### src/rtl/lsu_pkg.sv
// Shared encodings and helpers for the load/store controller: access sizes,
// controller state type and the alignment rule.
package lsu_pkg;

   localparam logic [1:0] SZ_BYTE = 2'b00;
   localparam logic [1:0] SZ_HALF = 2'b01;
   localparam logic [1:0] SZ_WORD = 2'b10;

   typedef enum logic [1:0] {
      IDLE   = 2'd0,
      ACCESS = 2'd1,
      RESP   = 2'd2
   } lsu_state_e;

   // Size 11 is reported through the same error path as a misaligned access.
   function automatic logic is_misaligned(input logic [1:0] size, input logic [1:0] offset);
      logic bad;
      bad = 1'b1;
      case (size)
         SZ_BYTE: bad = 1'b0;
         SZ_HALF: bad = offset[0];
         SZ_WORD: bad = (offset != 2'b00);
         default: bad = 1'b1;
      endcase
      return bad;
   endfunction

endpackage

### src/rtl/load_align_ext.sv
// Load data alignment: pick the addressed lane out of a memory word and
// extend the byte/half field to 32 bits (signed or unsigned).
module load_align_ext
   import lsu_pkg::*;
(
   input  logic [31:0] rdata_i,
   input  logic [1:0]  offset_i,
   input  logic [1:0]  size_i,
   input  logic        unsigned_i,
   output logic [31:0] data_o
);

   logic [31:0] shifted;
   logic        fill_b;
   logic        fill_h;

   always_comb begin
      shifted = rdata_i >> {offset_i, 3'b000};
      fill_b  = ~unsigned_i & shifted[7];
      fill_h  = ~unsigned_i & shifted[15];
      data_o  = shifted;
      case (size_i)
         SZ_BYTE: data_o = {{24{fill_b}}, shifted[7:0]};
         SZ_HALF: data_o = {{16{fill_h}}, shifted[15:0]};
         default: data_o = shifted;
      endcase
   end

endmodule

### src/rtl/load_store_ctrl.sv
// Single-outstanding load/store unit between a CPU request port and a word memory.
// Handshakes: a transfer happens on a rising edge where valid and ready are both 1.
module load_store_ctrl
   import lsu_pkg::*;
(
   input  logic        clk_i,
   input  logic        rst_i,
   input  logic        req_valid_i,
   output logic        req_ready_o,
   input  logic        req_we_i,
   input  logic [1:0]  req_size_i,
   input  logic        req_unsigned_i,
   input  logic [31:0] req_addr_i,
   input  logic [31:0] req_wdata_i,
   output logic        mem_req_o,
   output logic        mem_we_o,
   output logic [31:0] mem_addr_o,
   output logic [3:0]  mem_be_o,
   output logic [31:0] mem_wdata_o,
   input  logic        mem_ack_i,
   input  logic [31:0] mem_rdata_i,
   output logic        resp_valid_o,
   input  logic        resp_ready_i,
   output logic [31:0] resp_data_o,
   output logic        resp_err_o
);

   lsu_state_e  state_q, state_d;
   logic [31:0] addr_q, addr_d;
   logic [1:0]  size_q, size_d;
   logic        we_q, we_d;
   logic        uns_q, uns_d;
   logic [31:0] wdata_q, wdata_d;
   logic [31:0] resp_data_q, resp_data_d;
   logic        err_q, err_d;

   logic [31:0] ext_data;
   logic [3:0]  be;
   logic [31:0] wdata_rep;
   logic        in_access;
   logic        in_resp;

   load_align_ext u_align (
      .rdata_i    (mem_rdata_i),
      .offset_i   (addr_q[1:0]),
      .size_i     (size_q),
      .unsigned_i (uns_q),
      .data_o     (ext_data)
   );

   always_ff @(posedge clk_i or posedge rst_i) begin
      if (rst_i) begin
         state_q     <= IDLE;
         addr_q      <= '0;
         size_q      <= '0;
         we_q        <= 1'b0;
         uns_q       <= 1'b0;
         wdata_q     <= '0;
         resp_data_q <= '0;
         err_q       <= 1'b0;
      end else begin
         state_q     <= state_d;
         addr_q      <= addr_d;
         size_q      <= size_d;
         we_q        <= we_d;
         uns_q       <= uns_d;
         wdata_q     <= wdata_d;
         resp_data_q <= resp_data_d;
         err_q       <= err_d;
      end
   end

   always_comb begin
      state_d     = state_q;
      addr_d      = addr_q;
      size_d      = size_q;
      we_d        = we_q;
      uns_d       = uns_q;
      wdata_d     = wdata_q;
      resp_data_d = resp_data_q;
      err_d       = err_q;
      case (state_q)
         IDLE: begin
            if (req_valid_i) begin
               addr_d      = req_addr_i;
               size_d      = req_size_i;
               we_d        = req_we_i;
               uns_d       = req_unsigned_i;
               wdata_d     = req_wdata_i;
               resp_data_d = '0;
               err_d       = is_misaligned(req_size_i, req_addr_i[1:0]);
               // Bad accesses skip the memory entirely and answer with an error.
               state_d     = err_d ? RESP : ACCESS;
            end
         end
         ACCESS: begin
            if (mem_ack_i) begin
               resp_data_d = we_q ? 32'd0 : ext_data;
               state_d     = RESP;
            end
         end
         RESP: begin
            if (resp_ready_i) begin
               state_d = IDLE;
            end
         end
         default: state_d = IDLE;
      endcase
   end

   always_comb begin
      be        = 4'b1111;
      wdata_rep = wdata_q;
      case (size_q)
         SZ_BYTE: begin
            be        = 4'b0001 << addr_q[1:0];
            wdata_rep = {4{wdata_q[7:0]}};
         end
         SZ_HALF: begin
            be        = 4'b0011 << addr_q[1:0];
            wdata_rep = {2{wdata_q[15:0]}};
         end
         default: begin
            be        = 4'b1111;
            wdata_rep = wdata_q;
         end
      endcase
   end

   assign in_access    = (state_q == ACCESS);
   assign in_resp      = (state_q == RESP);

   assign req_ready_o  = (state_q == IDLE);
   assign mem_req_o    = in_access;
   assign mem_we_o     = in_access & we_q;
   assign mem_addr_o   = in_access ? {addr_q[31:2], 2'b00} : 32'd0;
   assign mem_be_o     = in_access ? be : 4'b0000;
   assign mem_wdata_o  = in_access ? wdata_rep : 32'd0;
   assign resp_valid_o = in_resp;
   assign resp_data_o  = in_resp ? resp_data_q : 32'd0;
   assign resp_err_o   = in_resp & err_q;

endmodule

### config.mk
export PLATFORM = sky130hd
export DESIGN_NAME = load_store_ctrl
export DESIGN_NICKNAME = d
export VERILOG_FILES = /design/src/rtl/lsu_pkg.sv /design/src/rtl/load_align_ext.sv /design/src/rtl/load_store_ctrl.sv
export SDC_FILE = /design/constraint.sdc
export NUM_CORES = 1
export LEC_CHECK = 0
export BUFFER_PORTS_ARGS = -buffer_cell sky130_fd_sc_hd__buf_2
export CORE_MARGIN = 4
export CORE_UTILIZATION = 40
export DETAILED_ROUTE_END_ITERATION = 16
export GPL_ROUTABILITY_DRIVEN = 1
export GPL_TIMING_DRIVEN = 1
export PLACE_DENSITY = 0.7
export SYNTH_ARGS = -nofsm -noshare
export SYNTH_HDL_FRONTEND = slang
export SYNTH_SLANG_ARGS = --single-unit
export TNS_END_PERCENT = 50
### constraint.sdc
create_clock -name clk_i -period 3.33 [get_ports clk_i]
set_clock_uncertainty 0.2 [all_clocks]
set_input_delay 0.333 -clock clk_i [delete_from_list [all_inputs] [get_ports clk_i]]
set_output_delay 0.333 -clock clk_i [all_outputs]
set_load 0.02 [all_outputs]
Word level (Yosys, flattened, before mapping)
Index checks and enable logic that the tools add are counted.
- $lt $le $gt $ge: 0
- $mul: 0
- reduce and logical (&&, ||, !) cells: 8
- eq/ne operators: 8
- bitwise gates (word level): 5
- multiplexer cells: 19
- shift-type cells: 3
- divide/modulo/power cells: 0
- $add $sub $neg: 0
- operator list (operator ; count):
    $mux 32 ; 6
    $pmux 32 s2 ; 3
    $shr 32x5->32 ; 1
    $mux 2 ; 4
    $pmux 4 s2 ; 1
    $eq 2x1->1 const B ; 3
    $logic_not 2->1 ; 3
    $ne 2x2->1 const B ; 3
    $pmux 2 s3 ; 1
    $reduce_and 3->1 ; 2
    $and 1x1->1 ; 4
    $eq 2x2->1 const B ; 2
    $mux 4 ; 1
    $reduce_bool 2->1 ; 2
    $shl 1x2->4 const A ; 1
    $shl 2x2->4 const A ; 1
    $pmux 1 s3 ; 1
    $mux 1 ; 2
    $reduce_and 2->1 ; 1
    $not 1->1 ; 1
- bits in read-only memories: 0
- RAM bits: 0
- memories kept: 0
- word-level logic and storage cells: 51
- bits in latches: 0
- output and inout port bits: 105
- register bits after elaboration: 103
- bits of input ports: 105

Longest topological paths before layout
Gate-level depths: netlist (run 1).
- depth after elaboration: 7
- depth in mapped cells: 7
- depth with buffers taken out: 5

Cells and area by module
A second synthesis (run 1) with hierarchy kept.
- cells, all modules: 729
- area total of the unflattened synthesis: 5935.7 um^2
- modules (own cells, without submodules) (module ; area an instance (um^2) ; instances ; seq. area each (um^2) ; cells an instance):
    load_store_ctrl ; 5167.5 ; 1 ; 2577.5 ; 626
    load_align_ext ; 768.2 ; 1 ; 0.0 ; 103

Worst setup path before layout (run 1)
OpenSTA, ideal clock, no wires.
- path kind: flip-flop to output port
- from: register addr_q[1]
- to: output port mem_be_o[2]
- path slack: 1147 ps
- cell stages (with the launch flop): 8
- data required time: 2797 ps
- arrival: 1650 ps
- buffers on the path: 4
- path through: dfrtp_1 -> buf_4 -> buf_2 -> clkbuf_1 -> clkbuf_1 -> o21ai_0 -> o21ai_0 -> a21oi_1
- cells in the longest elaborated chain, start to end: 3
- elaborated cells between the ends (all ways): 4
- those cells by class: shift: 2; mux: 2
- RTL lines (item ; RTL line ; RTL):
    from (decl) ; load_store_ctrl.sv:29 ; logic [31:0] addr_q, addr_d;
    from (signal assigned) ; load_store_ctrl.sv:63 ; addr_q <= addr_d;
    $shl 2x2->4 / $shl 1x2->4 (equally long branches) ; load_store_ctrl.sv:120, load_store_ctrl.sv:116 ;
    $pmux 4 s2 * ; load_store_ctrl.sv:114 ; case (size_q)
    $mux 4 * ; load_store_ctrl.sv:137 ; assign mem_be_o = in_access ? be : 4'b0000;
    to (decl) ; load_store_ctrl.sv:18 ; output logic [3:0] mem_be_o,
Mark *: on every way between the ends. The rest lies on a longest branch, timed or not.

Worst setup path in the final report (run 1)
- from: register size_q[0]
- to: output port mem_wdata_o[13]
- cells in the longest elaborated chain, start to end: 3
- elaborated cells between the ends (all ways): 4
- those cells by class: eq/ne: 1; mux: 2; reduce/logical: 1
- RTL lines (item ; RTL line ; RTL):
    from (decl) ; load_store_ctrl.sv:30 ; logic [1:0] size_q, size_d;
    from (signal assigned) ; load_store_ctrl.sv:64 ; size_q <= size_d;
    $eq 2x1->1 / $logic_not 2->1 (equally long branches) ; load_store_ctrl.sv:114 ;
    $pmux 32 s2 * ; load_store_ctrl.sv:114 ;
    $mux 32 * ; load_store_ctrl.sv:138 ; assign mem_wdata_o = in_access ? wdata_rep : 32'd0;
    to (decl) ; load_store_ctrl.sv:19 ; output logic [31:0] mem_wdata_o,
Marked as above.

==> flow_results.xml, run 1 <==
<?xml version="1.0" encoding="UTF-8"?>
<metrics>
  <group name="worst_setup_path">
    <metric name="cpPeakStageDelay" unit="ps">780</metric>
    <metric name="critPathLaunchType" unit="">register</metric>
    <metric name="startpoint_of_the_lowest_slack_register_to_register_path" unit="">size_q[0]</metric>
    <metric name="path_cells" unit="">or2_2 &gt; nand2_1 &gt; a21oi_1 &gt; buf_2</metric>
    <metric name="crit_slowest_cell" unit="">sky130_fd_sc_hd__dfrtp_1</metric>
    <metric name="critical_path.max_fanout" unit="">17</metric>
    <metric name="critical_path_class" unit="">reg -&gt; out</metric>
    <metric name="timing.critical_path.required" unit="ps">2800</metric>
    <metric name="reg2reg_to" unit="">resp_data_q[16]</metric>
    <metric name="regToRegSetupSlack" unit="ps">820</metric>
    <metric name="worstPathArrival" unit="ps">2130</metric>
    <metric name="critPathCaptureType" unit="">output port</metric>
    <metric name="worst-r2r-cell-count" unit="">4</metric>
  </group>
  <group name="finish">
    <metric name="fillers" unit="">1206</metric>
    <metric name="antenna_cells" unit="">0</metric>
    <metric name="areaGrowthSynthToFinish" unit="%">27.9</metric>
    <metric name="post_route_cells_drive_above_1_share" unit="%">45.4</metric>
    <metric name="finish.net_count" unit="">805</metric>
  </group>
  <group name="timing">
    <metric name="whs" unit="ps">-7.44</metric>
    <metric name="finalWorstSetupSlack" unit="ps">668</metric>
    <metric name="slew_violations" unit="">0</metric>
    <metric name="timing.setup.tns" unit="ps">0</metric>
    <metric name="hold_viol" unit="">4</metric>
    <metric name="worst_slew_margin_rel" unit="%">34.7</metric>
    <metric name="grt_setup_unrepaired" unit="">no</metric>
    <metric name="finalWorstPathRequiredPeriod" unit="ps">2660</metric>
    <metric name="clock.fmax" unit="MHz">376</metric>
    <metric name="transition_time_of_the_tightest_slew_check_pin" unit="ps">973</metric>
    <metric name="post-route-period-util" unit="%">80.0</metric>
    <metric name="timing.final.setup_violations" unit="">0</metric>
  </group>
  <group name="yosys">
    <metric name="synth_largest_area_cell" unit="">sky130_fd_sc_hd__dfrtp_1</metric>
    <metric name="synth_edf_count" unit="">0</metric>
    <metric name="yosysTopAreaCellShare" unit="%">47.4</metric>
    <metric name="synth_top_cells_by_area" unit="">sky130_fd_sc_hd__dfrtp_1 47%, sky130_fd_sc_hd__mux2_2 16%, sky130_fd_sc_hd__and2_1 8.4%</metric>
    <metric name="synth-seq-cells" unit="">103</metric>
    <metric name="synthTopCellsByCount" unit="">103 x sky130_fd_sc_hd__dfrtp_1, 77 x sky130_fd_sc_hd__mux2_2, 73 x sky130_fd_sc_hd__and2_1, 41 x sky130_fd_sc_hd__nor2_1</metric>
    <metric name="synth-warning-count" unit="">0</metric>
    <metric name="synth_top_flop_cell" unit="">sky130_fd_sc_hd__dfrtp_1</metric>
    <metric name="synth.distinct_cells" unit="">34</metric>
    <metric name="synthesis.instances" unit="">510</metric>
    <metric name="netlist_area" unit="mm2">0.00544</metric>
    <metric name="ys_seq_area_share" unit="%">47.4</metric>
    <metric name="yosysMostFrequentCell" unit="">sky130_fd_sc_hd__dfrtp_1</metric>
    <metric name="async_s_r_ff_share_synth" unit="%">100</metric>
    <metric name="avg_cell_area_syn" unit="um2">10.7</metric>
  </group>
  <group name="routing">
    <metric name="wl_per_cell" unit="um">17.1</metric>
    <metric name="route.vias.total" unit="">4590</metric>
    <metric name="via_per_inst" unit="">5.21</metric>
    <metric name="detail-route-antenna-nets" unit="">0</metric>
    <metric name="wirelength" unit="mm">15.1</metric>
    <metric name="initialDrtViolationCount" unit="">302</metric>
    <metric name="detailedRoute.firstPassIterationCount" unit="">4</metric>
    <metric name="drc_errors" unit="">0</metric>
  </group>
  <group name="die">
    <metric name="initial_core_util" unit="%">40.9</metric>
    <metric name="core.rowCount" unit="">42</metric>
    <metric name="ioPinCount" unit="">210</metric>
    <metric name="fp.dieW" unit="um">125</metric>
    <metric name="fp.dieArea" unit="mm2">0.0155</metric>
    <metric name="core_region_area" unit="mm2">0.0133</metric>
    <metric name="die_height" unit="um">125</metric>
  </group>
  <group name="clock_tree">
    <metric name="cts_num_sinks" unit="">103</metric>
    <metric name="cts-htree-levels" unit="">3</metric>
    <metric name="cts-buffers-inserted" unit="">9</metric>
    <metric name="postCtsSetupRepairBufs" unit="">0</metric>
    <metric name="insertion_delay" unit="ps">350</metric>
    <metric name="cts.root.buffer_cell" unit="">sky130_fd_sc_hd__clkbuf_16</metric>
    <metric name="max-clock-path-buffers" unit="">2</metric>
    <metric name="clock_edge_transition_at_the_registers_on_the_reported_setup_and_hold_paths" unit="ps">70</metric>
    <metric name="tritoncts" unit="">done</metric>
  </group>
  <group name="place">
    <metric name="dp_hpwl" unit="mm">11.0</metric>
    <metric name="numPortBuffers" unit="">207</metric>
    <metric name="place_ws" unit="ps">856</metric>
    <metric name="gp_congestion" unit="">0.886</metric>
  </group>
  <group name="flow_run">
    <metric name="maxCapViolCount" unit="">0</metric>
  </group>
  <group name="power_and_ir_drop">
    <metric name="fin_total_pwr" unit="uW">5840</metric>
    <metric name="worst_vdd_ir" unit="V">0.000457</metric>
    <metric name="leakage" unit="uW">0.00350</metric>
    <metric name="power.share.combinational" unit="%">42.5</metric>
    <metric name="net_switching_share_of_the_total_power" unit="%">38.1</metric>
    <metric name="power.share.clock" unit="%">20.4</metric>
    <metric name="internal_power" unit="uW">3610</metric>
    <metric name="power.share.sequential" unit="%">37.1</metric>
    <metric name="p_switching" unit="uW">2230</metric>
    <metric name="powerDensity" unit="mW/mm2">839</metric>
  </group>
  <group name="global_route">
    <metric name="grt_util_all_layers" unit="%">19.2</metric>
    <metric name="number_of_global_route_vias_before_repair" unit="">4757</metric>
    <metric name="maximum_number_of_pins_on_one_net_before_global_route_repair" unit="">76</metric>
    <metric name="antenna_found_initial" unit="">4</metric>
    <metric name="grt_pass1_wl" unit="mm">24.4</metric>
    <metric name="global_route.overflow_total" unit="">0</metric>
  </group>
  <group name="worst_hold_path">
    <metric name="hold_path_class" unit="">in -&gt; async</metric>
  </group>
  <group name="status">
    <metric name="failing_checks" unit="">negative hold slack</metric>
    <metric name="run_status" unit="">finished, violations left</metric>
  </group>
</metrics>
[metrics by stage]
step | instance area, um2 | std cells | utilization [%]
after floorplan | 5440 | 511 | -
after global placement | 6580 | 861 | 49.5
after detailed placement | 6580 | 861 | 49.5
after CTS | 6960 | 881 | 52.3
after global routing | 6960 | 881 | 52.3
final | 6960 | 881 | 52.3
[kinds of logic (layout without fill, tap and decap cells)]
family / count (synthesis) / in the layout / share of synthesized area [%]
compound gates: 83 / 83 / 9.97
xor+xnor: 1 / 1 / 0.161
buf+inv: 47 / 241 / 4.12
flops: 103 / 103 / 47.4
mux: 110 / 110 / 22.3
other cells: 1 / 2 / 0.0690
simple gates: 165 / 165 / 16.0
[layout by cell type, fill, tap and decap left out, types with 2 or more instances in the layout]
master,synthesis,layout
sky130_fd_sc_hd__clkbuf_16,0,9
sky130_fd_sc_hd__mux2i_1,32,32
sky130_fd_sc_hd__a221o_1,16,16
sky130_fd_sc_hd__buf_4,6,8
sky130_fd_sc_hd__a21oi_1,33,33
sky130_fd_sc_hd__nand2_1,33,33
sky130_fd_sc_hd__nor2_1,41,41
sky130_fd_sc_hd__inv_1,4,3
sky130_fd_sc_hd__dlygate4sd3_1,0,4
sky130_fd_sc_hd__o22ai_1,2,2
sky130_fd_sc_hd__o21ai_0,27,27
sky130_fd_sc_hd__or2_2,2,2
sky130_fd_sc_hd__nand3b_1,8,8
sky130_fd_sc_hd__clkinv_2,0,2
sky130_fd_sc_hd__and2_1,73,72
sky130_fd_sc_hd__bufinv_16,0,3
sky130_fd_sc_hd__conb_1,1,2
sky130_fd_sc_hd__mux2_2,77,77
sky130_fd_sc_hd__dfrtp_1,103,103
sky130_fd_sc_hd__buf_2,14,207
[worst max-delay path by stage]
stage	from	to	slack (ps)
global route	size_q[0]	mem_wdata_o[13]	530
detailed placement	size_q[0]	resp_data_q[23]	860
floorplan	rst_i	addr_q[0]	90
CTS	size_q[0]	mem_wdata_o[13]	620
global placement	size_q[0]	resp_data_q[16]	920
finish	size_q[0]	mem_wdata_o[13]	670
[power groups by stage]
stage	Sequential (uW)	Clock, uW	Combinational (uW)
after floorplan	1980	0	2000
after global placement	2150	0	2430
after detailed placement	2190	0	2490
after CTS	2170	1230	2500
after global routing	2240	1280	2710
final	2170	1190	2480
[timing repair]
item | in CTS | in global routing
gates resized for setup | 0 | 0
hold buffers | 4 | 0
endpoints found under the setup margin | 0 | 0
hold endpoints to repair | 4 | 0
[critical path: cells and delay by family, from the launching register on]
| family | cells | cell delay [ps] |
|---|---|---|
| AO/OA/AOI/OAI | 1 | 230 |
| buffers and inverters | 1 | 220 |
| flip-flops | 1 | 780 |
| AND/OR/NAND/NOR | 2 | 560 |
[registers in the layout, summed over array words and instances, names as in the netlist]
register,cells
addr_q,32
resp_data_q,32
wdata_q,32
size_q,2
state_q,2
err_q,1
uns_q,1
we_q,1
[cell type report]
cell class	count	area, um2	share of cell area [%]
multi-input cells	361	2640	38.0
repair buffers	220	1160	16.6
clock buffers	10	229	3.29
clock inverters	6	109	1.57
flip-flops and latches	103	2580	37.1
well taps	176	220	3.17
inverters	5	21.3	0.306
[layer usage]
metal | routed length, um | track usage, %
met5 | 42 | 0
met4 | 317 | 6.96
met3 | 1290 | 6.35
met2 | 7010 | 31.0
met1 | 6390 | 24.2
Power figures use the tool's default switching activity.
==> inputs of run 2 (changes only) <==
==> constraint.sdc (replaced) <==
create_clock -name clk_i -period 2.15 [get_ports clk_i]
set_clock_uncertainty 0.2 [all_clocks]
set_input_delay 0.215 -clock clk_i [delete_from_list [all_inputs] [get_ports clk_i]]
set_output_delay 0.215 -clock clk_i [all_outputs]
set_load 0.02 [all_outputs]
==> flow_results.xml, run 2 (same netlist as run 1, synthesis figures left out) <==
<?xml version="1.0" encoding="UTF-8"?>
<metrics>
  <group name="status">
    <metric name="run_status" unit="">finished clean</metric>
  </group>
  <group name="timing">
    <metric name="worst_slew_margin_rel" unit="%">47.5</metric>
    <metric name="clock.fmax" unit="MHz">480</metric>
    <metric name="post-route-period-util" unit="%">96.8</metric>
    <metric name="whs" unit="ps">81.7</metric>
    <metric name="timing.final.setup_violations" unit="">0</metric>
    <metric name="timing.setup.tns" unit="ps">0</metric>
    <metric name="slew_violations" unit="">0</metric>
    <metric name="transition_time_of_the_tightest_slew_check_pin" unit="ps">786</metric>
    <metric name="hold_viol" unit="">0</metric>
    <metric name="finalWorstPathRequiredPeriod" unit="ps">2080</metric>
  </group>
  <group name="worst_setup_path">
    <metric name="critPathLaunchType" unit="">register</metric>
    <metric name="critical_path.max_fanout" unit="">10</metric>
    <metric name="worstPathArrival" unit="ps">1670</metric>
    <metric name="worst-r2r-cell-count" unit="">5</metric>
    <metric name="reg2reg_to" unit="">resp_data_q[12]</metric>
    <metric name="crit_path_end" unit="">mem_wdata_o[10]</metric>
    <metric name="critical_path_class" unit="">reg -&gt; out</metric>
    <metric name="timing.critical_path.required" unit="ps">1740</metric>
    <metric name="startpoint_of_the_lowest_slack_register_to_register_path" unit="">addr_q[0]</metric>
    <metric name="critPathCaptureType" unit="">output port</metric>
    <metric name="regToRegSetupSlack" unit="ps">230</metric>
    <metric name="worst_setup_path_startpoint" unit="">size_q[0]</metric>
  </group>
  <group name="clock_tree">
    <metric name="tritoncts" unit="">done</metric>
    <metric name="cts-htree-levels" unit="">3</metric>
    <metric name="max-clock-path-buffers" unit="">2</metric>
    <metric name="cts.root.buffer_cell" unit="">sky130_fd_sc_hd__clkbuf_16</metric>
    <metric name="cts-buffers-inserted" unit="">9</metric>
    <metric name="cts_num_sinks" unit="">103</metric>
    <metric name="insertion_delay" unit="ps">340</metric>
    <metric name="clock_edge_transition_at_the_registers_on_the_reported_setup_and_hold_paths" unit="ps">70</metric>
  </group>
  <group name="die">
    <metric name="fp.dieW" unit="um">125</metric>
    <metric name="die_height" unit="um">125</metric>
    <metric name="fp.dieArea" unit="mm2">0.0155</metric>
    <metric name="core.rowCount" unit="">42</metric>
    <metric name="ioPinCount" unit="">210</metric>
    <metric name="core_region_area" unit="mm2">0.0133</metric>
    <metric name="initial_core_util" unit="%">40.9</metric>
  </group>
  <group name="power_and_ir_drop">
    <metric name="leakage" unit="uW">0.00388</metric>
    <metric name="worst_vdd_ir" unit="V">0.000720</metric>
    <metric name="powerDensity" unit="mW/mm2">1180</metric>
  </group>
  <group name="global_route">
    <metric name="grt_pass1_wl" unit="mm">27.1</metric>
    <metric name="global_route.overflow_total" unit="">0</metric>
    <metric name="maximum_number_of_pins_on_one_net_before_global_route_repair" unit="">42</metric>
    <metric name="number_of_global_route_vias_before_repair" unit="">5387</metric>
    <metric name="antenna_found_initial" unit="">0</metric>
    <metric name="grt_util_all_layers" unit="%">21.2</metric>
  </group>
  <group name="finish">
    <metric name="final_util" unit="%">59.3</metric>
    <metric name="final_common_cell" unit="">sky130_fd_sc_hd__buf_2</metric>
    <metric name="layout.cells.most_common_list" unit="">203 x sky130_fd_sc_hd__buf_2, 100 x sky130_fd_sc_hd__dfrtp_1, 79 x sky130_fd_sc_hd__dlygate4sd3_1, 77 x sky130_fd_sc_hd__mux2_2, 72 x sky130_fd_sc_hd__and2_1</metric>
    <metric name="fillers" unit="">1082</metric>
    <metric name="finish.net_count" unit="">891</metric>
    <metric name="post_route_cells_drive_above_1_share" unit="%">42.7</metric>
    <metric name="biggestRegsByFlops" unit="">addr_q x32, resp_data_q x32, wdata_q x32</metric>
    <metric name="antenna_cells" unit="">0</metric>
    <metric name="areaGrowthSynthToFinish" unit="%">44.9</metric>
  </group>
  <group name="routing">
    <metric name="detailedRoute.firstPassIterationCount" unit="">4</metric>
    <metric name="wirelength" unit="mm">16.5</metric>
    <metric name="wl_met2" unit="mm">8.18</metric>
    <metric name="maxUsedRoutingLayer" unit="">met4</metric>
    <metric name="via_per_inst" unit="">5.17</metric>
    <metric name="met3RoutedLength" unit="mm">1.08</metric>
    <metric name="detail-route-antenna-nets" unit="">0</metric>
    <metric name="wl_per_cell" unit="um">17.1</metric>
    <metric name="detail_route.wirelength.met1" unit="mm">6.83</metric>
    <metric name="initialDrtViolationCount" unit="">211</metric>
    <metric name="route.vias.total" unit="">4996</metric>
    <metric name="drc_errors" unit="">0</metric>
  </group>
  <group name="place">
    <metric name="gp_congestion" unit="">0.910</metric>
    <metric name="dp_hpwl" unit="mm">11.3</metric>
    <metric name="numPortBuffers" unit="">207</metric>
  </group>
  <group name="worst_hold_path">
    <metric name="hold_path_class" unit="">in -&gt; reg</metric>
    <metric name="worst_hold_startpoint" unit="">mem_rdata_i[22]</metric>
  </group>
  <group name="flow_run">
    <metric name="maxCapViolCount" unit="">0</metric>
  </group>
</metrics>
## run 2: worst min path at each step
stage,cells after the start,endpoint
global placement,2,size_q[1]
finish,3,resp_data_q[22]
CTS,3,resp_data_q[22]
floorplan,1,state_q[1]
detailed placement,2,size_q[1]
global route,3,resp_data_q[18]
## run 2: timing repair
action / 4_1_cts / 5_1_grt
hold buffers: 79 / 0
buffers inserted: 0 / 2
endpoints found under the hold margin: 108 / 0
endpoints found under the setup margin: 31 / 42
pin swaps: 1 / 2
resized for setup: 8 / 12
## run 2: cell type report
class                      instances  area [um2]  area share, %
multi-input combinational        361        2680           33.9
sequential                       103        2580           32.8
timing repair buffer             306        2070           26.3
clock buffer                      12         256           3.26
tap                              176         220           2.79
clock inverter                     4        52.6          0.667
inverter                           5        22.5          0.286
## run 2: per-layer routing
layer  track usage (%)  vias up
met1              25.2     2453
met3              5.49       29
met2              36.4      207
met5                 0        -
li1                  -     2307
met4              8.90        0
## run 2: where the power goes
part / switching [uW] / total (uW) / internal (uW)
clock: 739 / 1710 / 973
sequential: 557 / 3270 / 2720
combinational: 2310 / 4330 / 2020
total: 3610 / 9320 / 5710
## run 2: critical path, cell delays in order (launching register included)
cell and delay [ps]:
sky130_fd_sc_hd__dfrtp_2 440, sky130_fd_sc_hd__buf_6 170, sky130_fd_sc_hd__nor2_2 130, sky130_fd_sc_hd__buf_4 140
sky130_fd_sc_hd__nand2_1 60, sky130_fd_sc_hd__a21oi_1 170, sky130_fd_sc_hd__buf_2 200
## run 2: per-stage QoR
stage               setup WS [ps]  cell area (um2)  instances  total power, uW
detailed placement          -14.8             6680        870             7350
floorplan                    47.6             5440        511             6160
finish                       68.5             7880        967             9320
CTS                         -5.93             7810        965             9240
global placement             83.6             6680        870             7210
global route               -0.900             7880        967             9910
==> inputs of run 3 (changes only) <==
--- a/config.mk
+++ b/config.mk
@@ -6,12 +6,14 @@
 export NUM_CORES = 1
 export LEC_CHECK = 0
 export BUFFER_PORTS_ARGS = -buffer_cell sky130_fd_sc_hd__buf_2
+export CORE_ASPECT_RATIO = 1.25
 export CORE_MARGIN = 4
 export CORE_UTILIZATION = 40
+export CTS_CLUSTER_DIAMETER = 100
 export DETAILED_ROUTE_END_ITERATION = 16
 export GPL_ROUTABILITY_DRIVEN = 1
 export GPL_TIMING_DRIVEN = 1
-export PLACE_DENSITY = 0.7
+export PLACE_DENSITY_LB_ADDON = 0.12
 export SYNTH_ARGS = -nofsm -noshare
 export SYNTH_HDL_FRONTEND = slang
 export SYNTH_SLANG_ARGS = --single-unit
==> flow_results.xml, run 3 (same netlist as run 1, synthesis figures left out) <==
<?xml version="1.0" encoding="UTF-8"?>
<metrics>
  <group name="finish">
    <metric name="post_route_cells_drive_above_1_share" unit="%">42.6</metric>
    <metric name="biggestRegsByFlops" unit="">addr_q x32, resp_data_q x32, wdata_q x32</metric>
    <metric name="antenna_cells" unit="">0</metric>
    <metric name="final_common_cell" unit="">sky130_fd_sc_hd__buf_2</metric>
    <metric name="layout.cells.most_common_list" unit="">205 x sky130_fd_sc_hd__buf_2, 102 x sky130_fd_sc_hd__dfrtp_1, 79 x sky130_fd_sc_hd__dlygate4sd3_1, 77 x sky130_fd_sc_hd__mux2_2, 72 x sky130_fd_sc_hd__and2_1</metric>
    <metric name="layout.cells.non_filler" unit="">964</metric>
    <metric name="final_util" unit="%">59.4</metric>
    <metric name="finish.net_count" unit="">894</metric>
    <metric name="areaGrowthSynthToFinish" unit="%">45.3</metric>
  </group>
  <group name="routing">
    <metric name="detail-route-antenna-nets" unit="">0</metric>
    <metric name="drc_errors" unit="">0</metric>
    <metric name="initialDrtViolationCount" unit="">229</metric>
    <metric name="detailedRoute.firstPassIterationCount" unit="">5</metric>
    <metric name="route.vias.total" unit="">4886</metric>
    <metric name="wirelength" unit="mm">16.4</metric>
    <metric name="wl_per_cell" unit="um">17.0</metric>
    <metric name="via_per_inst" unit="">5.07</metric>
  </group>
  <group name="power_and_ir_drop">
    <metric name="powerDensity" unit="mW/mm2">1200</metric>
    <metric name="worst_vdd_ir" unit="V">0.000598</metric>
    <metric name="leakage" unit="uW">0.00391</metric>
  </group>
  <group name="clock_tree">
    <metric name="cts_num_sinks" unit="">103</metric>
    <metric name="cts-buffers-inserted" unit="">9</metric>
    <metric name="insertion_delay" unit="ps">340</metric>
    <metric name="cts.root.buffer_cell" unit="">sky130_fd_sc_hd__clkbuf_16</metric>
    <metric name="max-clock-path-buffers" unit="">2</metric>
    <metric name="tritoncts" unit="">done</metric>
    <metric name="clock_edge_transition_at_the_registers_on_the_reported_setup_and_hold_paths" unit="ps">70</metric>
    <metric name="cts-htree-levels" unit="">3</metric>
  </group>
  <group name="timing">
    <metric name="clock.fmax" unit="MHz">478</metric>
    <metric name="slew_violations" unit="">0</metric>
    <metric name="hold_viol" unit="">0</metric>
    <metric name="post-route-period-util" unit="%">97.4</metric>
    <metric name="transition_time_of_the_tightest_slew_check_pin" unit="ps">717</metric>
    <metric name="timing.final.setup_violations" unit="">0</metric>
    <metric name="worst_slew_margin_rel" unit="%">51.8</metric>
    <metric name="grt_setup_unrepaired" unit="">no</metric>
    <metric name="whs" unit="ps">66.7</metric>
    <metric name="timing.setup.tns" unit="ps">0</metric>
    <metric name="finalWorstPathRequiredPeriod" unit="ps">2090</metric>
    <metric name="finalWorstSetupSlack" unit="ps">56.2</metric>
  </group>
  <group name="die">
    <metric name="fp.dieW" unit="um">112</metric>
    <metric name="core.rowCount" unit="">47</metric>
    <metric name="initial_core_util" unit="%">40.9</metric>
    <metric name="die_height" unit="um">138</metric>
    <metric name="fp.dieArea" unit="mm2">0.0155</metric>
    <metric name="core_region_area" unit="mm2">0.0133</metric>
    <metric name="ioPinCount" unit="">210</metric>
  </group>
  <group name="place">
    <metric name="gp_congestion" unit="">0.806</metric>
    <metric name="place_ws" unit="ps">-88.2</metric>
    <metric name="dp_hpwl" unit="mm">11.5</metric>
    <metric name="numPortBuffers" unit="">207</metric>
    <metric name="placed_cells_incl_taps" unit="">866</metric>
  </group>
  <group name="global_route">
    <metric name="grt_util_all_layers" unit="%">21.0</metric>
    <metric name="maximum_number_of_pins_on_one_net_before_global_route_repair" unit="">68</metric>
    <metric name="number_of_global_route_vias_before_repair" unit="">5043</metric>
    <metric name="grt_pass1_wl" unit="mm">26.4</metric>
    <metric name="global_route.overflow_total" unit="">0</metric>
    <metric name="antenna_found_initial" unit="">0</metric>
  </group>
  <group name="flow_run">
    <metric name="maxCapViolCount" unit="">0</metric>
  </group>
  <group name="worst_setup_path">
    <metric name="crit_slowest_cell" unit="">sky130_fd_sc_hd__dfrtp_1</metric>
    <metric name="critical_path.max_fanout" unit="">16</metric>
    <metric name="critPathLaunchType" unit="">register</metric>
    <metric name="cpPeakStageDelay" unit="ps">410</metric>
    <metric name="timing.critical_path.required" unit="ps">1740</metric>
    <metric name="path_cells" unit="">buf_8 &gt; or2_4 &gt; buf_12 &gt; nand2_1 &gt; a21oi_2 &gt; buf_4</metric>
    <metric name="critPathCaptureType" unit="">output port</metric>
    <metric name="critical_path_class" unit="">reg -&gt; out</metric>
    <metric name="worstPathArrival" unit="ps">1680</metric>
  </group>
  <group name="status">
    <metric name="run_status" unit="">finished clean</metric>
  </group>
  <group name="worst_hold_path">
    <metric name="hold_path_class" unit="">in -&gt; reg</metric>
  </group>
</metrics>
run 3: cell count changes in the layout (fill, tap and decap cells not counted), sizes merged:
| cell | change |
|---|---|
| buf | +3 |
| bufinv | +2 |
| clkbuf | -3 |
run 3: area by class of cell:
class | count | area (um2)
Multi-Input combinational cell | 361 | 2660
Tap cell | 171 | 214
Clock buffer | 9 | 225
Inverter | 5 | 22.5
Timing Repair Buffer | 309 | 2090
Clock inverter | 6 | 109
Sequential cell | 103 | 2580
Fill cell | 1158 | 5390
run 3: timing repair:
action	4_1_cts	5_1_grt
hold endpoints to repair	99	0
resized for setup	11	5
hold buffers	79	0
setup endpoints to repair	24	63
pin swaps	1	0
buffers inserted	2	2
run 3: path summary, 6_finish.rpt:
kind,startpoint,end,slack [ps],cells past startpoint
min in group asynchronous,rst_i,resp_data_q[23],310,3
hold / removal,req_valid_i,state_q[0],70,3
hold reg to reg,resp_data_q[4],resp_data_q[4],270,2
max in group asynchronous,rst_i,resp_data_q[19],760,4
setup / recovery,size_q[0],mem_wdata_o[15],60,6
setup reg to reg,addr_q[1],resp_data_q[26],220,3
run 3: routing by layer:
layer / GRT usage (%) / routed length (um) / up-vias
met4: 6.52 / 274 / 0
met1: 26.3 / 6690 / 2390
met5: 0 / 0 / -
met3: 4.72 / 1050 / 19
met2: 35.9 / 8350 / 164
li1: - / - / 2313
run 3: where the power goes:
| part | internal (uW) | switching, uW | leakage, uW |
|---|---|---|---|
| registers | 2710 | 547 | 0.00127 |
| logic | 2060 | 2300 | 0.00247 |
| clock network | 1130 | 718 | 0.000166 |
| total | 5910 | 3560 | 0.00391 |
run 3: per-stage QoR:
| stage | area (um2) | total power (uW) |
|---|---|---|
| 2_1_floorplan | 5440 | 6160 |
| 3_3_place_gp | 6670 | 7260 |
| 3_5_place_dp | 6670 | 7380 |
| 4_1_cts | 7860 | 9480 |
| 5_1_grt | 7900 | 10100 |
| 6_report | 7900 | 9470 |
run 3: critical path: cells and delay by family (launching register included):
| kind | cells | cell delay [ps] |
|---|---|---|
| compound gates | 1 | 60 |
| buf+inv | 3 | 500 |
| flops | 1 | 410 |
| simple gates | 2 | 360 |
